$ cat config.mk
export PLATFORM = sky130hd
export DESIGN_NAME = bp_update_queue_flat
export DESIGN_NICKNAME = d
export VERILOG_FILES = /design/src/rtl/bp_update_queue_pkg.sv /design/src/rtl/bp_update_queue_if.sv /design/src/rtl/bp_meta_fifo.sv /design/src/rtl/bp_update_queue.sv /design/src/flat_wrapper.sv
export SDC_FILE = /design/constraint.sdc
export NUM_CORES = 1
export LEC_CHECK = 0
export BUFFER_PORTS_ARGS = -buffer_cell sky130_fd_sc_hd__buf_2
export CAP_MARGIN = 5
export CORE_MARGIN = 2
export CORE_UTILIZATION = 45
export CTS_BUF_LIST = sky130_fd_sc_hd__clkbuf_2
export DETAILED_ROUTE_END_ITERATION = 10
export PLACE_DENSITY = 0.65
export SYNTH_ARGS = -nofsm -noshare
export SYNTH_HDL_FRONTEND = slang
export SYNTH_SLANG_ARGS = --single-unit
$ cat constraint.sdc
create_clock -name clk -period 6.9 [get_ports clk]
set_input_delay 0.345 -clock clk [delete_from_list [all_inputs] [get_ports clk]]
set_output_delay 0.345 -clock clk [all_outputs]
set_load 0.1 [all_outputs]
$ cat src/rtl/bp_update_queue_pkg.sv
// Shared branch-predictor types: PHT update packet, two-bit counter states,
// per-branch prediction metadata and the direction-choice helper used by fetch.
package bp_update_queue_pkg;

   localparam int GHR_W = 10;

   typedef enum logic [1:0] {
      STRONG_NT = 2'b00,
      WEAK_NT   = 2'b01,
      WEAK_T    = 2'b10,
      STRONG_T  = 2'b11
   } TwoBitState;

   typedef struct packed {
      logic        PC_Vaild;
      logic [31:0] Update_PC;
      logic        PC_Taken;
      logic        PC_MissPredict;
   } Update_PHT_S;

   typedef struct packed {
      logic [31:0]      pc;
      logic [1:0]       tbt_cnt;
      logic [1:0]       ghr_cnt;
      logic [1:0]       cpht;
      logic [GHR_W-1:0] ghr;
      logic [GHR_W-1:0] recover_ghr;
   } BP_Meta_S;

   // Chooser MSB selects the two-bit table, otherwise the history-indexed table.
   function automatic logic pred_dir(input logic [1:0] cpht,
                                     input logic [1:0] tbt_cnt,
                                     input logic [1:0] ghr_cnt);
      return cpht[1] ? tbt_cnt[1] : ghr_cnt[1];
   endfunction

endpackage

$ cat src/rtl/bp_update_queue_if.sv
// Fetch/backend-facing bundle of the predictor update queue.
interface bp_update_queue_if #(
   parameter int DEPTH = 8,
   parameter int GHR_W = bp_update_queue_pkg::GHR_W
);
   import bp_update_queue_pkg::*;

   logic                     enq_valid;
   logic                     enq_ready;
   logic [31:0]              enq_pc;
   logic [1:0]               enq_tbt_cnt;
   logic [1:0]               enq_ghr_cnt;
   logic [1:0]               enq_cpht;
   logic [GHR_W-1:0]         enq_ghr;
   logic [GHR_W-1:0]         enq_recover_ghr;
   logic                     res_valid;
   logic [31:0]              res_pc;
   logic                     res_taken;
   logic                     flush;
   logic                     upd_valid;
   logic [31:0]              upd_pc;
   logic                     upd_taken;
   logic                     upd_mispredict;
   logic [1:0]               upd_tbt_cnt;
   logic [1:0]               upd_ghr_cnt;
   logic [1:0]               upd_cpht;
   logic [GHR_W-1:0]         upd_ghr;
   logic [GHR_W-1:0]         upd_recover_ghr;
   logic                     redirect;
   logic                     res_err;
   logic [$clog2(DEPTH):0]   count;

   modport master (
      output enq_valid, enq_pc, enq_tbt_cnt, enq_ghr_cnt, enq_cpht, enq_ghr,
             enq_recover_ghr, res_valid, res_pc, res_taken, flush,
      input  enq_ready, upd_valid, upd_pc, upd_taken, upd_mispredict,
             upd_tbt_cnt, upd_ghr_cnt, upd_cpht, upd_ghr, upd_recover_ghr,
             redirect, res_err, count
   );

   modport slave (
      input  enq_valid, enq_pc, enq_tbt_cnt, enq_ghr_cnt, enq_cpht, enq_ghr,
             enq_recover_ghr, res_valid, res_pc, res_taken, flush,
      output enq_ready, upd_valid, upd_pc, upd_taken, upd_mispredict,
             upd_tbt_cnt, upd_ghr_cnt, upd_cpht, upd_ghr, upd_recover_ghr,
             redirect, res_err, count
   );

endinterface

$ cat src/rtl/bp_meta_fifo.sv
// Circular metadata buffer with wrap-bit pointers, a clear and a
// truncate-to-head port that drops every entry younger than the popped head.
module bp_meta_fifo #(
   parameter int DEPTH = 8,
   parameter int W     = 58
) (
   input  logic                   clk,
   input  logic                   reset,
   input  logic                   push,
   input  logic [W-1:0]           wdata,
   input  logic                   pop,
   input  logic                   truncate,
   input  logic                   clear,
   output logic [W-1:0]           rdata,
   output logic                   full,
   output logic                   empty,
   output logic [$clog2(DEPTH):0] count
);
   import bp_update_queue_pkg::*;

   localparam int AW = $clog2(DEPTH);

   logic [W-1:0] mem [DEPTH];
   logic [AW:0]  wptr;
   logic [AW:0]  rptr;
   logic [AW:0]  rptr_nxt;

   assign empty    = (wptr == rptr);
   assign full     = (wptr[AW] != rptr[AW]) && (wptr[AW-1:0] == rptr[AW-1:0]);
   assign count    = wptr - rptr;
   assign rdata    = mem[rptr[AW-1:0]];
   assign rptr_nxt = rptr + {{AW{1'b0}}, pop};

   always_ff @(posedge clk or posedge reset) begin
      if (reset) begin
         wptr <= '0;
         rptr <= '0;
      end else if (clear) begin
         wptr <= '0;
         rptr <= '0;
      end else begin
         rptr <= rptr_nxt;
         // Truncation wins over a push: anything behind the head is wrong-path.
         if (truncate)
            wptr <= rptr_nxt;
         else if (push)
            wptr <= wptr + 1'b1;
      end
   end

   always_ff @(posedge clk) begin
      if (push && !clear && !truncate)
         mem[wptr[AW-1:0]] <= wdata;
   end

endmodule

$ cat src/rtl/bp_update_queue.sv
// In-order prediction-metadata queue; on resolve of the head it issues a
// registered PHT/TwoBit/GHR update packet and flags redirect or protocol errors.
module bp_update_queue #(
   parameter int DEPTH = 8,
   parameter int GHR_W = bp_update_queue_pkg::GHR_W
) (
   input  logic              clk,
   input  logic              reset,
   bp_update_queue_if.slave  bus
);
   import bp_update_queue_pkg::*;

   localparam int META_W = 38 + 2 * GHR_W;

   logic [META_W-1:0]      enq_meta;
   logic [META_W-1:0]      head_meta;
   logic                   full;
   logic                   empty;
   logic [$clog2(DEPTH):0] count;
   logic [31:0]            head_pc;
   logic [1:0]             head_tbt, head_gcnt, head_cpht;
   logic [GHR_W-1:0]       head_ghr, head_rghr;
   logic                   res_hit, mis, push, res_err_n;

   logic                   upd_valid_p1, upd_taken_p1, upd_mis_p1;
   logic                   redirect_p1, res_err_p1;
   logic [31:0]            upd_pc_p1;
   logic [1:0]             upd_tbt_p1, upd_gcnt_p1, upd_cpht_p1;
   logic [GHR_W-1:0]       upd_ghr_p1, upd_rghr_p1;

   assign enq_meta = {bus.enq_pc, bus.enq_tbt_cnt, bus.enq_ghr_cnt, bus.enq_cpht,
                      bus.enq_ghr, bus.enq_recover_ghr};
   assign {head_pc, head_tbt, head_gcnt, head_cpht, head_ghr, head_rghr} = head_meta;

   assign res_hit   = bus.res_valid && !empty;
   assign mis       = res_hit && (pred_dir(head_cpht, head_tbt, head_gcnt) != bus.res_taken);
   assign res_err_n = bus.res_valid && (empty || (bus.res_pc != head_pc));
   // A correct resolve frees a slot, so a push is accepted even when full.
   assign push      = bus.enq_valid && !bus.flush && !mis && (!full || res_hit);

   bp_meta_fifo #(.DEPTH(DEPTH), .W(META_W)) u_fifo (
      .clk      (clk),
      .reset    (reset),
      .push     (push),
      .wdata    (enq_meta),
      .pop      (res_hit),
      .truncate (mis),
      .clear    (bus.flush),
      .rdata    (head_meta),
      .full     (full),
      .empty    (empty),
      .count    (count)
   );

   // Stage p1: registered update packet
   always_ff @(posedge clk or posedge reset) begin
      if (reset) begin
         upd_valid_p1 <= 1'b0;
         upd_taken_p1 <= 1'b0;
         upd_mis_p1   <= 1'b0;
         redirect_p1  <= 1'b0;
         res_err_p1   <= 1'b0;
         upd_pc_p1    <= '0;
         upd_tbt_p1   <= '0;
         upd_gcnt_p1  <= '0;
         upd_cpht_p1  <= '0;
         upd_ghr_p1   <= '0;
         upd_rghr_p1  <= '0;
      end else begin
         upd_valid_p1 <= res_hit;
         redirect_p1  <= mis && !bus.flush;
         res_err_p1   <= res_err_n;
         if (res_hit) begin
            upd_taken_p1 <= bus.res_taken;
            upd_mis_p1   <= mis;
            upd_pc_p1    <= head_pc;
            upd_tbt_p1   <= head_tbt;
            upd_gcnt_p1  <= head_gcnt;
            upd_cpht_p1  <= head_cpht;
            upd_ghr_p1   <= head_ghr;
            upd_rghr_p1  <= head_rghr;
         end
      end
   end

   assign bus.enq_ready       = !full;
   assign bus.count           = count;
   assign bus.upd_valid       = upd_valid_p1;
   assign bus.upd_pc          = upd_pc_p1;
   assign bus.upd_taken       = upd_taken_p1;
   assign bus.upd_mispredict  = upd_mis_p1;
   assign bus.upd_tbt_cnt     = upd_tbt_p1;
   assign bus.upd_ghr_cnt     = upd_gcnt_p1;
   assign bus.upd_cpht        = upd_cpht_p1;
   assign bus.upd_ghr         = upd_ghr_p1;
   assign bus.upd_recover_ghr = upd_rghr_p1;
   assign bus.redirect        = redirect_p1;
   assign bus.res_err         = res_err_p1;

endmodule

$ cat src/flat_wrapper.sv
// flat-port wrapper written by rule: the top's interface ports become plain ports
module bp_update_queue_flat import bp_update_queue_pkg::*;
#(
   parameter int DEPTH = 8,
   parameter int GHR_W = bp_update_queue_pkg::GHR_W
)
  (clk, reset, bus_enq_valid, bus_enq_pc, bus_enq_tbt_cnt, bus_enq_ghr_cnt, bus_enq_cpht, bus_enq_ghr, bus_enq_recover_ghr, bus_res_valid, bus_res_pc, bus_res_taken, bus_flush, bus_enq_ready, bus_upd_valid, bus_upd_pc, bus_upd_taken, bus_upd_mispredict, bus_upd_tbt_cnt, bus_upd_ghr_cnt, bus_upd_cpht, bus_upd_ghr, bus_upd_recover_ghr, bus_redirect, bus_res_err, bus_count);
  bp_update_queue_if #(.DEPTH(DEPTH), .GHR_W(GHR_W)) bus_i ();
  input  logic clk;
  input  logic reset;
  input wire logic [$bits(bus_i.enq_valid)-1:0] bus_enq_valid;
  input wire logic [$bits(bus_i.enq_pc)-1:0] bus_enq_pc;
  input wire logic [$bits(bus_i.enq_tbt_cnt)-1:0] bus_enq_tbt_cnt;
  input wire logic [$bits(bus_i.enq_ghr_cnt)-1:0] bus_enq_ghr_cnt;
  input wire logic [$bits(bus_i.enq_cpht)-1:0] bus_enq_cpht;
  input wire logic [$bits(bus_i.enq_ghr)-1:0] bus_enq_ghr;
  input wire logic [$bits(bus_i.enq_recover_ghr)-1:0] bus_enq_recover_ghr;
  input wire logic [$bits(bus_i.res_valid)-1:0] bus_res_valid;
  input wire logic [$bits(bus_i.res_pc)-1:0] bus_res_pc;
  input wire logic [$bits(bus_i.res_taken)-1:0] bus_res_taken;
  input wire logic [$bits(bus_i.flush)-1:0] bus_flush;
  output wire logic [$bits(bus_i.enq_ready)-1:0] bus_enq_ready;
  output wire logic [$bits(bus_i.upd_valid)-1:0] bus_upd_valid;
  output wire logic [$bits(bus_i.upd_pc)-1:0] bus_upd_pc;
  output wire logic [$bits(bus_i.upd_taken)-1:0] bus_upd_taken;
  output wire logic [$bits(bus_i.upd_mispredict)-1:0] bus_upd_mispredict;
  output wire logic [$bits(bus_i.upd_tbt_cnt)-1:0] bus_upd_tbt_cnt;
  output wire logic [$bits(bus_i.upd_ghr_cnt)-1:0] bus_upd_ghr_cnt;
  output wire logic [$bits(bus_i.upd_cpht)-1:0] bus_upd_cpht;
  output wire logic [$bits(bus_i.upd_ghr)-1:0] bus_upd_ghr;
  output wire logic [$bits(bus_i.upd_recover_ghr)-1:0] bus_upd_recover_ghr;
  output wire logic [$bits(bus_i.redirect)-1:0] bus_redirect;
  output wire logic [$bits(bus_i.res_err)-1:0] bus_res_err;
  output wire logic [$bits(bus_i.count)-1:0] bus_count;
  assign bus_i.enq_valid = bus_enq_valid;
  assign bus_i.enq_pc = bus_enq_pc;
  assign bus_i.enq_tbt_cnt = bus_enq_tbt_cnt;
  assign bus_i.enq_ghr_cnt = bus_enq_ghr_cnt;
  assign bus_i.enq_cpht = bus_enq_cpht;
  assign bus_i.enq_ghr = bus_enq_ghr;
  assign bus_i.enq_recover_ghr = bus_enq_recover_ghr;
  assign bus_i.res_valid = bus_res_valid;
  assign bus_i.res_pc = bus_res_pc;
  assign bus_i.res_taken = bus_res_taken;
  assign bus_i.flush = bus_flush;
  assign bus_enq_ready = bus_i.enq_ready;
  assign bus_upd_valid = bus_i.upd_valid;
  assign bus_upd_pc = bus_i.upd_pc;
  assign bus_upd_taken = bus_i.upd_taken;
  assign bus_upd_mispredict = bus_i.upd_mispredict;
  assign bus_upd_tbt_cnt = bus_i.upd_tbt_cnt;
  assign bus_upd_ghr_cnt = bus_i.upd_ghr_cnt;
  assign bus_upd_cpht = bus_i.upd_cpht;
  assign bus_upd_ghr = bus_i.upd_ghr;
  assign bus_upd_recover_ghr = bus_i.upd_recover_ghr;
  assign bus_redirect = bus_i.redirect;
  assign bus_res_err = bus_i.res_err;
  assign bus_count = bus_i.count;
  bp_update_queue #(.DEPTH(DEPTH), .GHR_W(GHR_W)) u_core (.clk(clk), .reset(reset), .bus(bus_i));
endmodule
==> results.yml <==
timing:
  report.final.slew_viol_count: 0
  setup_viol: 0
  fin_worst_skew_ns: 0.0705
  tns_ns: 0
  max_freq_mhz: 210
  slew_headroom_pct: 20.5
  min_period_over_period_pct: 69.1
  rsz0062_at_grt: "no"
  worst_pin_slew_ns: 1.19
  hold_violations: 0
  final.min_clock_period_ns: 4.77
  setup_slack_ns: 2.13
logic_synthesis:
  avgSynthCellArea_um2: 19.5
  synthArstFlopShare_pct: 13.3
  synth-seq-area-share_pct: 76.6
  yosysMostFrequentCell: "edfxtp_1"
  syn_nets: 1157
  synth_seq_cells: 535
  synth_area_leaders: "edfxtp_1, mux4_2, dfrtp_1, mux2i_1, o21ai_0"
  synth_edf_count: 464
  synth_common_cells: "edfxtp_1, mux4_2, mux2i_1, o21ai_0, dfrtp_1"
  yosys_warnings: 0
  ys.flop_type: "edfxtp_1"
  yosys.area.top_type: "edfxtp_1"
  ys_types: 35
  synth_cells: 1054
  syn_area_um2: 20500
  synth_top_area_share_pct: 67.9
detailed_routing:
  vias_per_cell: 5.18
  wl_um: 44200
  drt-pass1-iter-count: 5
  wl_per_cell_um: 21.0
  ant_nets: 0
  drc: 0
  vias: 10900
  first_iter_violations: 756
cells_and_area:
  final_util_pct: 53.5
  area_growth_pct: 17.9
  final_nets: 1495
  drive_gt1_share_pct: 34.9
  n_fill_cell: 3715
clock_network:
  root_buffer: "clkbuf_2"
  cts_tree: "yes"
  cts_resized: 0
  cts_made_buffers: 134
  numClockSinks: 535
  clk_pin_slew_ns: 0.10
  clk_latency_ns: 1.04
  cts_hold_buf: 75
  cts_buffer_depth: 3
  post_cts_buffers: 0
  cts-htree-levels: 4
critical_path:
  ff2ff_path_depth: 8
  rrSetupSlack_ns: 2.13
  reg2reg_to: "u_core.bus.res_err"
  required_ns: 7.83
  crit_path_cell_trace: "buf_4, mux4_2, o21ai_0, xnor2_1, nor3_1, dlygate4sd3_1, a31oi_1, dlygate4sd3_1"
  crit_path_top_delay_cell: "dfrtp_4"
  cpMostUsedCell: "dlygate4sd3_1"
  critical_path_class: "reg -> reg"
  reg2reg_from: "u_core.u_fifo.rptr[0]"
  start_kind: "register"
  max_stage_delay_ns: 1.15
  crit_fanout: 52
  arrival_ns: 5.69
  cp-end-kind: "register"
floorplanning:
  coreArea_um2: 45200
  die_h_um: 217
  ios: 164
  rows: 78
  initial_core_util_pct: 45.4
  dieArea_um2: 47300
  die_width_um: 217
power_and_ir_drop:
  internal-power_mw: 5.60
  power_mw: 9.33
  cellPowerDensity_nw_per_um2: 386
  power.switching_mw: 3.73
  p_sw_share_pct: 40.0
  p_clk_share_pct: 24.1
  pwr-share-comb_pct: 32.7
  p_seq_share_pct: 43.2
  p_leak_nw: 8.79
  ir_worst_vdd_mv: 0.418
global_routing:
  grt_pass1_vias: 11700
  grt_use_total_pct: 19.2
  grt_max_degree: 120
  antenna_found_initial: 4
  grt_remaining_overflow: 0
  grt_pass1_wl_um: 67200
status:
  status: "complete, no violations"
placement:
  pre_cts_ws_ns: 2.18
  gp_congestion: 0.742
  hpwl_um: 25400
  portBuffers: 163
worst_hold_path:
  hp-class: "in -> reg"
  hold_start: "bus_enq_pc[6]"
  holdPathStages: 2
  hold_path_end: "u_core.u_fifo.mem[1][32]"
flow_run:
  drv_cap: 0
## cells in the final DEF (no fill, tap or decap), types with 2 or more instances in the layout
master / netlist / final
clkbuf_2: 0 / 220
clkinvlp_4: 0 / 4
nand2b_1: 2 / 2
dfrtp_1: 71 / 69
nand4_1: 7 / 7
nand2_1: 66 / 66
o21ai_1: 12 / 12
xor2_1: 34 / 34
buf_12: 0 / 3
buf_2: 27 / 163
clkinv_1: 0 / 10
bufinv_16: 0 / 5
nor2b_1: 5 / 4
o21ai_0: 76 / 75
o31ai_1: 2 / 2
a22oi_1: 28 / 28
nor3_1: 7 / 5
nor3_4: 0 / 2
or4_4: 2 / 2
edfxtp_1: 464 / 464
ha_1: 6 / 6
mux2i_1: 85 / 85
nor2_1: 11 / 5
clkinv_2: 0 / 3
buf_4: 1 / 14
and2_0: 2 / 2
dlygate4sd3_1: 0 / 75
dfrtp_4: 0 / 2
inv_2: 1 / 7
a21o_1: 4 / 4
inv_1: 11 / 10
nand3_1: 3 / 3
diode_2: 0 / 2
nor2_4: 0 / 6
mux4_2: 88 / 88
xnor2_1: 7 / 7
## how the worst max path moves through the flow
stage / start / end / slack [ns]
3_5_place_dp: u_core.u_fifo.rptr[0] / u_core.u_fifo.mem[2][39] / 2.18
3_3_place_gp: u_core.u_fifo.rptr[0] / u_core.u_fifo.mem[2][36] / 2.24
2_1_floorplan: u_core.u_fifo.rptr[1] / u_core.u_fifo.mem[3][0] / 0.32
4_1_cts: u_core.u_fifo.rptr[0] / u_core.bus.res_err / 2.06
6_report: u_core.u_fifo.rptr[0] / u_core.bus.res_err / 2.13
5_1_grt: u_core.u_fifo.rptr[0] / u_core.bus.res_err / 1.79
## metal layers
layer / part of all wire [%] / global-route usage [%] / vias up
li1: - / - / 4953
met1: 43 / 25.3 / 5548
met2: 50 / 31.6 / 348
met3: 5.6 / 4.83 / 52
met4: 1.1 / 5.71 / 4
met5: 0.061 / 0 / -
## stage by stage
| stage | hold WS (ns) | area, um^2 | std cells |
|---|---|---|---|
| after detailed placement | 0.417 | 22100 | 1781 |
| after floorplan | 0.444 | 20500 | 1054 |
| final | 0.142 | 24200 | 2105 |
| after global placement | 0.411 | 22100 | 1781 |
| after global routing | 0.0113 | 24200 | 2105 |
| after CTS | 0.00198 | 24200 | 2103 |
## worst max-delay path: cells and delay by family (launching register included)
| kind | cells | cell delay (ns) |
|---|---|---|
| buffers and inverters | 3 | 1.94 |
| flip-flops | 1 | 1.15 |
| AO/OA/AOI/OAI | 2 | 0.65 |
| multiplexers | 1 | 0.58 |
| XOR/XNOR | 1 | 0.16 |
| AND/OR/NAND/NOR | 1 | 0.16 |
## cell families (layout without fill, tap and decap cells)
kind of cell	after synthesis	count (layout)	share of synthesized area (%)
buffers and inverters	65	514	1.45
other	0	2	0
DFF	535	535	76.6
AOI/OAI and AO/OA	124	124	3.45
muxes	175	175	14.0
and+or+nand+nor	107	107	2.31
xor gates and xnor gates	41	41	1.75
adders and majority gates	7	7	0.464
## state kept, by name (all words and copies together), names as in the netlist, 2 cells and up
name and cells:
u_core.bus.upd_cpht 2, u_core.bus.upd_ghr 10, u_core.bus.upd_ghr_cnt 2, u_core.bus.upd_pc 32, u_core.bus.upd_recover_ghr 10, u_core.bus.upd_tbt_cnt 2, u_core.u_fifo.mem 464, u_core.u_fifo.rptr 4
u_core.u_fifo.wptr 4
## area by class of cell
class	instances	area, um^2	share of cell area (%)
clock inverter	27	250	1.03
inverter	12	46.3	0.191
timing repair buffer	255	1730	7.16
clock buffer	220	1100	4.55
sequential	535	15700	65.0
tap	600	751	3.10
multi-input combinational	454	4580	18.9
antenna	2	5.00	0.0207
## power groups by stage
stage / clock [mW] / sequential [mW] / combinational [mW]
2_1_floorplan: 0 / 5.26 / 1.23
3_3_place_gp: 0 / 4.10 / 3.03
3_5_place_dp: 0 / 4.11 / 3.05
4_1_cts: 2.32 / 4.04 / 3.09
5_1_grt: 2.50 / 4.08 / 3.24
6_report: 2.25 / 4.03 / 3.05
(Power assumes the default switching activity.)
